$ cat src/rtl/instruction_issuer.sv
// Program memory plus issue FSM feeding the 16-bit instruction stream to control_unit.
// Issues one op per clock, pausing on stall and draining the array after every MATMUL.
module instruction_issuer #(
  parameter int DEPTH         = 64,
  parameter int AW            = 6,
  parameter int MATMUL_CYCLES = 4
) (
  input  logic          clk,
  input  logic          reset,
  input  logic          prog_we,
  input  logic [AW-1:0] prog_addr,
  input  logic [15:0]   prog_data,
  input  logic          start,
  input  logic          stall,
  output logic [15:0]   instruction,
  output logic          instr_valid,
  output logic [AW-1:0] pc,
  output logic          busy,
  output logic          done
);

  typedef enum logic [1:0] {
    IDLE,
    ISSUE,
    HOLD,
    DONE
  } state_t;

  localparam logic [2:0] OP_NOP  = 3'b000;
  localparam logic [2:0] OP_MM   = 3'b011;
  localparam logic [2:0] OP_HALT = 3'b111;
  localparam logic [3:0] HOLD_N  = 4'(MATMUL_CYCLES);

  state_t      state;
  logic [15:0] mem [DEPTH];
  logic [3:0]  count;
  logic        last;
  logic [15:0] cur;
  logic [2:0]  op;
  logic        at_end;
  logic        is_halt;
  logic        is_mm;
  logic        is_nop;

  assign cur     = mem[pc];
  assign op      = cur[15:13];
  assign at_end  = (pc == AW'(DEPTH - 1));
  assign is_halt = (op == OP_HALT);
  assign is_mm   = (op == OP_MM);
  assign is_nop  = (op == OP_NOP);
  assign busy    = (state == ISSUE) || (state == HOLD);

  // Host may only rewrite the program while nothing is running.
  always_ff @(posedge clk) begin
    if (prog_we && (state == IDLE || state == DONE))
      mem[prog_addr] <= prog_data;
  end

  always_ff @(posedge clk or negedge reset) begin
    if (!reset) begin
      state       <= IDLE;
      pc          <= '0;
      instruction <= '0;
      instr_valid <= 1'b0;
      done        <= 1'b0;
      count       <= '0;
      last        <= 1'b0;
    end else begin
      instruction <= '0;
      instr_valid <= 1'b0;
      unique case (state)
        IDLE, DONE: begin
          if (start) begin
            pc    <= '0;
            done  <= 1'b0;
            state <= ISSUE;
          end
        end
        ISSUE: begin
          if (!stall) begin
            unique case (1'b1)
              is_halt: begin
                done  <= 1'b1;
                state <= DONE;
              end
              is_mm: begin
                instruction <= cur;
                instr_valid <= 1'b1;
                pc          <= pc + AW'(1);
                count       <= HOLD_N;
                last        <= at_end;
                state       <= HOLD;
              end
              default: begin
                pc <= pc + AW'(1);
                if (!is_nop) begin
                  instruction <= cur;
                  instr_valid <= 1'b1;
                end
                if (at_end) begin
                  done  <= 1'b1;
                  state <= DONE;
                end
              end
            endcase
          end
        end
        HOLD: begin
          // Drain runs even under stall; a trailing MATMUL finishes here.
          count <= count - 4'd1;
          if (count == 4'd1) begin
            if (last) begin
              done  <= 1'b1;
              state <= DONE;
            end else begin
              state <= ISSUE;
            end
          end
        end
        default: state <= IDLE;
      endcase
    end
  end

endmodule
$ cat config.mk
export PLATFORM = sky130hd
export DESIGN_NAME = instruction_issuer
export DESIGN_NICKNAME = d
export VERILOG_FILES = /design/src/rtl/instruction_issuer.sv
export SDC_FILE = /design/constraint.sdc
export NUM_CORES = 1
export LEC_CHECK = 0
export ABC_AREA = 1
export CAP_MARGIN = 40
export CORE_MARGIN = 2
export CORE_UTILIZATION = 55
export CTS_BUF_LIST = sky130_fd_sc_hd__clkbuf_16
export CTS_CLUSTER_SIZE = 40
export DETAILED_ROUTE_END_ITERATION = 10
export PLACE_DENSITY = 0.68
export SLEW_MARGIN = 20
export SYNTH_ARGS = -nofsm -noshare
export SYNTH_HDL_FRONTEND = slang
export SYNTH_SLANG_ARGS = --single-unit
$ cat constraint.sdc
create_clock -name clk -period 6.09 [get_ports clk]
set_input_delay 1.827 -clock clk [delete_from_list [all_inputs] [get_ports clk]]
set_output_delay 1.827 -clock clk [all_outputs]
set_load 0.02 [all_outputs]
==> summary.txt, run 1 <==
Clock network
  – Number of buffers created by CTS: 103
  – CTS resizes: 0
  – CTS tree: done
  – Post-CTS Hold Fix Bufs: 0
  – Post-CTS setup buffers: 0
  – Max clock buf depth: 3
  – Clock Latency Late Sink: 0.67 ns
  – Clock root buffer: clkbuf_16
  – CTS sink count: 1,055
  – H-tree depth: 3
  – Worst-path clk slew: 0.07 ns

Job
  – MaxCap Viol Count: 0

Global routing
  – Total GRT Usage: 0.294
  – Grt total ovfl: 0
  – Vias in the first global route: 26,300
  – Initial antenna violation count: 5
  – Largest net degree at the start of global routing: 142
  – Global-route wire length before repair: 170,000 um

Min path
  – Hold Path Depth: 2
  – Type of the most critical hold path: reg -> reg
  – HP Start: done
  – End of the worst hold path: done

Finish
  – Share of cells above drive strength 1: 0.101
  – # fillers: 5,605
  – Final instance area: 47,600 um2
  – Util after Layout: 0.624
  – Layout Nets: 3,369
  – Area of the multi-input gates: 9460 um2
  – Area Overhead vs Synth: 12.1%
  – Seq. cell area: 31,500 um2

Outcome
  – Status: finished, final reports clean

Yosys
  – Simple-Gate Fraction of Synth Area: 0.118
  – Syn_nets: 3,296
  – Post-synthesis xor/xnor area fraction: 0.00103
  – Async S/R FF share, synth: 0.0294
  – Synth Area in Adders: 0.00147
  – Prevailing post-synth register cell: edfxtp_1
  – Area share of the largest cell type after synthesis: 0.724
  – Area leader, netlist: edfxtp_1
  – Dominant combinational cell family by area after synthesis: simple AND/OR/NAND/NOR gates
  – Multiplexer area fraction after synthesis: 0
  – Post-synthesis sequential area ratio: 0.743
  – Gate Count Post-Synth: 3,264
  – Post-synth EDFFs: 1,024
  – Netlist Area Pre-Place: 42,400 um2
  – Yosys warnings: 0
  – Synth area leaders: edfxtp_1 (72%), nand2_1 (7.4%), a21oi_1 (3.8%)
  – Synth Area per Inst: 13.0 um2
  – Complex-gate fraction of the synthesized area: 0.101
  – Yosys reg bits: 1,055
  – Post-synth cell types: 42

Floorplanning
  – DIE AREA: 79,400 um2
  – Starting density of the core: 0.557
  – Boundary Pins: 52
  – Core area: 76,200 um2
  – Row count: 101
  – Die width: 282 um
  – Die Y: 282 um

STA
  – Period utilization: 0.704
  – Slew Limit Fails: 0
  – Worst Clk Skew: 0.0253 ns
  – Hold Vio Cnt, Final: 0
  – Maximum clock frequency: 233 MHz
  – Clock period minus worst slack: 4.29 ns
  – Min setup slack post-route: 1.80 ns
  – RSZ-0062 raised after global routing: false
  – Max-slew headroom: 0.343
  – Final setup viols: 0
  – Worst slew pin tran: 0.974 ns
  – Sum of negative setup slack: 0 ns

Detailed routing
  – 1st-pass router iterations: 8
  – Via/cell ratio: 6.16
  – Drt wl/cell: 26.1 um
  – Total Wirelength: 116,000 um
  – Post-route DRC: 0
  – Initial DRC count: 3,305
  – Final ANT Viol Nets: 0
  – Via count: 27,400

Worst setup path
  – FF-to-FF Start: pc[0]
  – CP max FO: 29
  – Crit path kind: reg -> out
  – Worst EP arrival: 2.46 ns
  – Worst R2R End: pc[0]
  – Reg2reg setup slack: 2.20 ns
  – Capturing element type of the critical path: primary output
  – Worst EP required: 4.26 ns
  – Startpoint Class: flip-flop
  – Worst-case reg-to-reg path depth: 20

Placed design
  – Dpl hpwl: 68,600 um
  – DP Area: 44,100 um2
  – GP Congestion: 0.918
  – PortBufs: 51
  – Placement Setup Slack: 1.80 ns

Power and ir drop
  – Total power: 0.0191 W
  – Power Density: 400 nW/um2
  – Leakage dissipation: 16.6 nW
  – Peak supply drop: 0.302 mV
-- cell usage after synthesis (2+ instances only) --
master / number
a211oi_1: 2
a32o_1: 27
edfxtp_1: 1024
buf_4: 25
clkinv_1: 3
o21ai_2: 5
o31ai_1: 10
o211ai_1: 48
inv_1: 69
a22oi_1: 81
nand2_1: 839
or2_2: 29
buf_6: 18
buf_8: 4
a221oi_1: 14
o2111ai_1: 25
xor2_1: 5
o221ai_1: 11
o22ai_1: 5
buf_2: 108
nand4_1: 12
dfrtp_1: 31
o311ai_1: 24
nand3_1: 152
buf_1: 11
ha_1: 5
nor4_1: 8
a21oi_1: 323
o21ai_1: 13
a32oi_1: 15
o21ai_0: 20
inv_2: 5
clkbuf_1: 51
nor3_1: 7
o311ai_0: 35
nor2_1: 194
-- cell type report --
type	instances	share of cell area
clock buffer	104	0.0547
clock inverter	81	0.0139
sequential	1055	0.663
timing repair buffer	186	0.0362
tap	1030	0.0271
multi-input combinational	1914	0.199
antenna	1	0.0000526
inverter	77	0.00639
-- logic make-up after synthesis --
group                      after synthesis
AOI/OAI and AO/OA                      660
and+or+nand+nor                       1244
xor gates and xnor gates                 5
adders and majority gates                5
buffers and inverters                  295
DFF                                   1055
-- worst max-delay path, stage by stage, from the launching register on --
cell and delay (ns):
dfrtp_4 0.69, buf_4 0.42, clkdlybuf4s50_1 0.68
-- power breakdown --
group | leakage (nW) | internal, W | switching [W]
logic | 5.34 | 0.00128 | 0.00340
registers | 9.62 | 0.00807 | 0.000111
clock network | 1.69 | 0.00355 | 0.00264
-- worst max-delay path by stage --
stage / startpoint / end / slack, ns
6_report: pc[1] / pc[1] / 1.80
5_1_grt: pc[1] / pc[1] / 1.75
4_1_cts: pc[0] / pc[0] / 1.78
3_5_place_dp: prog_addr[2] / mem[16][12] / 1.80
3_3_place_gp: prog_addr[1] / mem[12][0] / 1.56
2_1_floorplan: prog_addr[2] / mem[52][0] / 1.75
-- layer usage --
metal / wire length, um / part of all wire / vias up / track usage
met5: 34 / 0.00029 / - / 0
met4: 5670 / 0.049 / 6 / 0.137
met2: 54900 / 0.47 / 1501 / 0.470
met3: 11200 / 0.097 / 250 / 0.0561
li1: - / - / 12100 / -
met1: 44100 / 0.38 / 13500 / 0.395
-- sequential cells by signal (all words and copies together) (netlist names) --
name	flops
count	4
done	1
instr_valid	1
instruction	16
last	1
mem	1024
pc	6
state	2
-- placed cells by master (no fill, tap or decap), types with 7 or more instances in the layout --
master           count
a21oi_1            323
a221oi_1            14
a22oi_1             81
a32o_1              27
a32oi_1             15
buf_12              12
buf_16               7
buf_2               16
buf_4              113
bufinv_16           11
clkbuf_16          104
clkdlybuf4s50_1     34
clkinv_1            21
clkinv_2            19
dfrtp_1             28
edfxtp_1          1024
inv_1               93
nand2_1            839
nand3_1            152
nand4_1             12
nor2_1             193
nor3_1               7
nor4_2               8
o2111ai_1           25
o211ai_1            48
o21ai_0             20
o21ai_1             13
o221ai_1            11
o311ai_0            34
o311ai_1            25
o31ai_1             10
or2_2               29
-- per-stage QoR --
stage / instances / hold WS [ns]
final: 4448 / 0.479
after global routing: 4447 / 0.531
after CTS: 4439 / 0.486
after detailed placement: 4254 / 0.471
after global placement: 4241 / 0.455
after floorplan: 3264 / 0.467
(Power assumes the default switching activity.)
==> run 2, diff against run 1 <==
==> constraint.sdc (replaced) <==
create_clock -name clk -period 4.2 [get_ports clk]
set_input_delay 1.26 -clock clk [delete_from_list [all_inputs] [get_ports clk]]
set_output_delay 1.26 -clock clk [all_outputs]
set_load 0.02 [all_outputs]
==> summary.txt, run 2 (synthesis results as in run 1) <==
Global routing
  – Global-route wire length before repair: 178,000 um (+4.9%)
  – Total GRT Usage: 0.311 (+0.0163)
  – Grt total ovfl: 0 (unchanged)
  – Vias in the first global route: 26,600 (+1.1%)
  – Initial antenna violation count: 6 (+1)
  – Largest net degree at the start of global routing: 130 (-8.5%)

Min path
  – Type of the most critical hold path: in -> async

Worst setup path
  – Worst-case reg-to-reg path depth: 17 (-15%)
  – Startpoint Class: flip-flop
  – CP Depth: 3 (+1)
  – Top cell by count, worst path: buf_12
  – Worst R2R End: instruction[5]
  – Crit path kind: reg -> out
  – Worst path cell trace: buf_12, buf_12, clkdlybuf4s50_1
  – Worst EP arrival: 2.53 ns (+0.07 ns)
  – CP startpoint: pc[1]
  – Worst EP required: 2.94 ns (-1.32 ns)
  – FF-to-FF Start: pc[0]
  – CP max FO: 71 (+140%)
  – Reg2reg setup slack: 0.62 ns (-1.58 ns)
  – Capturing element type of the critical path: primary output
  – CP endpoint: pc[1]
  – CP max stage cell: clkdlybuf4s50_1
  – Worst path buffer plus inverter count: 3 (+1)
  – Max incr delay on CP: 0.67 ns (-0.02 ns)
  – CP top delay family: buffers and inverters

Job
  – MaxCap Viol Count: 0 (unchanged)

STA
  – Hold Vio Cnt, Final: 0 (unchanged)
  – RSZ-0062 raised after global routing: false
  – Hold WS: 0.393 ns (-0.0864 ns)
  – Period utilization: 0.904
  – Worst Clk Skew: 0.0318 ns (+0.00641 ns)
  – Sum of negative setup slack: 0 ns (unchanged)
  – Max-slew headroom: 0.336 (-0.00688)
  – Worst slew pin tran: 0.984 ns (+0.0102 ns)
  – Clock period minus worst slack: 3.79 ns
  – Slew Limit Fails: 0 (unchanged)
  – Maximum clock frequency: 264 MHz
  – Final setup viols: 0 (unchanged)

Placed design
  – GP Congestion: 0.991 (+8.0%)
  – Dpl hpwl: 75,200 um (+9.7%)
  – PortBufs: 51 (unchanged)

Clock network
  – Post-CTS Hold Fix Bufs: 0 (unchanged)
  – Worst-path clk slew: 0.06 ns (about the same)
  – Clock root buffer: clkbuf_16
  – CTS sink count: 1,055 (unchanged)
  – Max clock buf depth: 3 (unchanged)
  – Number of buffers created by CTS: 104 (+0.97%)
  – CTS resizes: 0 (unchanged)
  – Post-CTS setup buffers: 0 (unchanged)
  – Clock Latency Late Sink: 0.68 ns (about the same)
  – H-tree depth: 3 (unchanged)
  – CTS tree: done

Finish
  – Antenna Cells: 0 (-1)
  – Share of cells above drive strength 1: 0.115 (+0.0141)
  – Most flop-heavy register: mem
  – Most common cell after layout, fill and taps aside: edfxtp_1
  – Max FFs per register: 1,024 (unchanged)
  – Layout Nets: 3,410 (+1.2%)
  – Largest regs: mem (1024), instruction (16), pc (6)
  – Commonest non-fill, non-tap cells in the layout: edfxtp_1 (1,024), nand2_1 (839), a21oi_1 (323)
  – Area Overhead vs Synth: 13.2%

Power and ir drop
  – Sw Share: 0.328 (+0.00507)
  – Leakage dissipation: 16.9 nW (+1.4%)
  – Internal power: 0.0189 W (+47%)
  – Psw: 0.00921 W (+50%)
  – Peak supply drop: 0.522 mV (+73%)
  – Power Density: 585 nW/um2 (+46%)
  – Sequential Power Share: 0.420 (-0.010)
  – Clk pwr share: 0.325 (about the same)
  – Comb pwr share: 0.255 (+0.009)

Detailed routing
  – 1st-pass router iterations: 6 (-2)
  – Initial DRC count: 4,085 (+24%)
  – Via count: 27,900 (+1.9%)
  – Post-route DRC: 0 (unchanged)
  – Final ANT Viol Nets: 0 (unchanged)
  – Via/cell ratio: 6.21 (+0.84%)
  – Total Wirelength: 122,000 um (+5.4%)
  – Drt wl/cell: 27.2 um (+4.3%)

Floorplanning
  – Die Y: 282 um (unchanged)
  – Row count: 101 (unchanged)
  – Boundary Pins: 52 (unchanged)
  – Core area: 76,200 um2 (unchanged)
  – DIE AREA: 79,400 um2 (unchanged)
  – Die width: 282 um (unchanged)
  – Starting density of the core: 0.557 (unchanged)

Outcome
  – Status: finished, final reports clean
run 2: layout make-up:
| class | count | area [um2] |
|---|---|---|
| Sequential cell | 1055 | 31500 |
| Fill cell | 5650 | 28100 |
| Multi-Input combinational cell | 1914 | 9460 |
| Clock buffer | 106 | 2650 |
| Timing Repair Buffer | 226 | 2100 |
| Tap cell | 1030 | 1290 |
| Clock inverter | 88 | 716 |
| Inverter | 77 | 304 |
run 2: worst min-delay path by stage:
stage,depth (start not counted),end,startpoint,slack [ns]
after floorplan,2,state[1],state[1],0.47
after global placement,2,done,done,0.46
after detailed placement,2,done,done,0.50
after CTS,2,done,done,0.51
after global routing,1,instruction[15],reset,0.38
final,1,instruction[15],reset,0.39
run 2: per-stage QoR:
| step | instance area (um2) | worst slack, ns | util | cells | power [W] |
|---|---|---|---|---|---|
| finish | 48100 | 0.405 | 0.631 | 4496 | 0.0281 |
| global route | 48100 | 0.339 | 0.631 | 4496 | 0.0290 |
| CTS | 48000 | 0.358 | 0.630 | 4494 | 0.0281 |
| detailed placement | 44700 | 0.672 | 0.586 | 4300 | 0.0191 |
| global placement | 44500 | 0.670 | 0.584 | 4293 | 0.0190 |
| floorplan | 42400 | 0.423 | - | 3264 | 0.0163 |
run 2: metal layers:
layer / GRT usage / wire length, um / part of all wire
met5: 0 / 17 / 0.00014
met2: 0.491 / 58000 / 0.47
met3: 0.0597 / 12400 / 0.10
met4: 0.151 / 6170 / 0.050
met1: 0.418 / 45700 / 0.37
run 2: power by group through the flow:
| stage | logic [W] | clock network [W] | registers [W] |
|---|---|---|---|
| 3_3_place_gp | 0.00695 | 0 | 0.0120 |
| 4_1_cts | 0.00707 | 0.00922 | 0.0118 |
| 6_report | 0.00719 | 0.00914 | 0.0118 |
| 5_1_grt | 0.00761 | 0.00962 | 0.0118 |
| 3_5_place_dp | 0.00703 | 0 | 0.0120 |
| 2_1_floorplan | 0.00428 | 0 | 0.0121 |
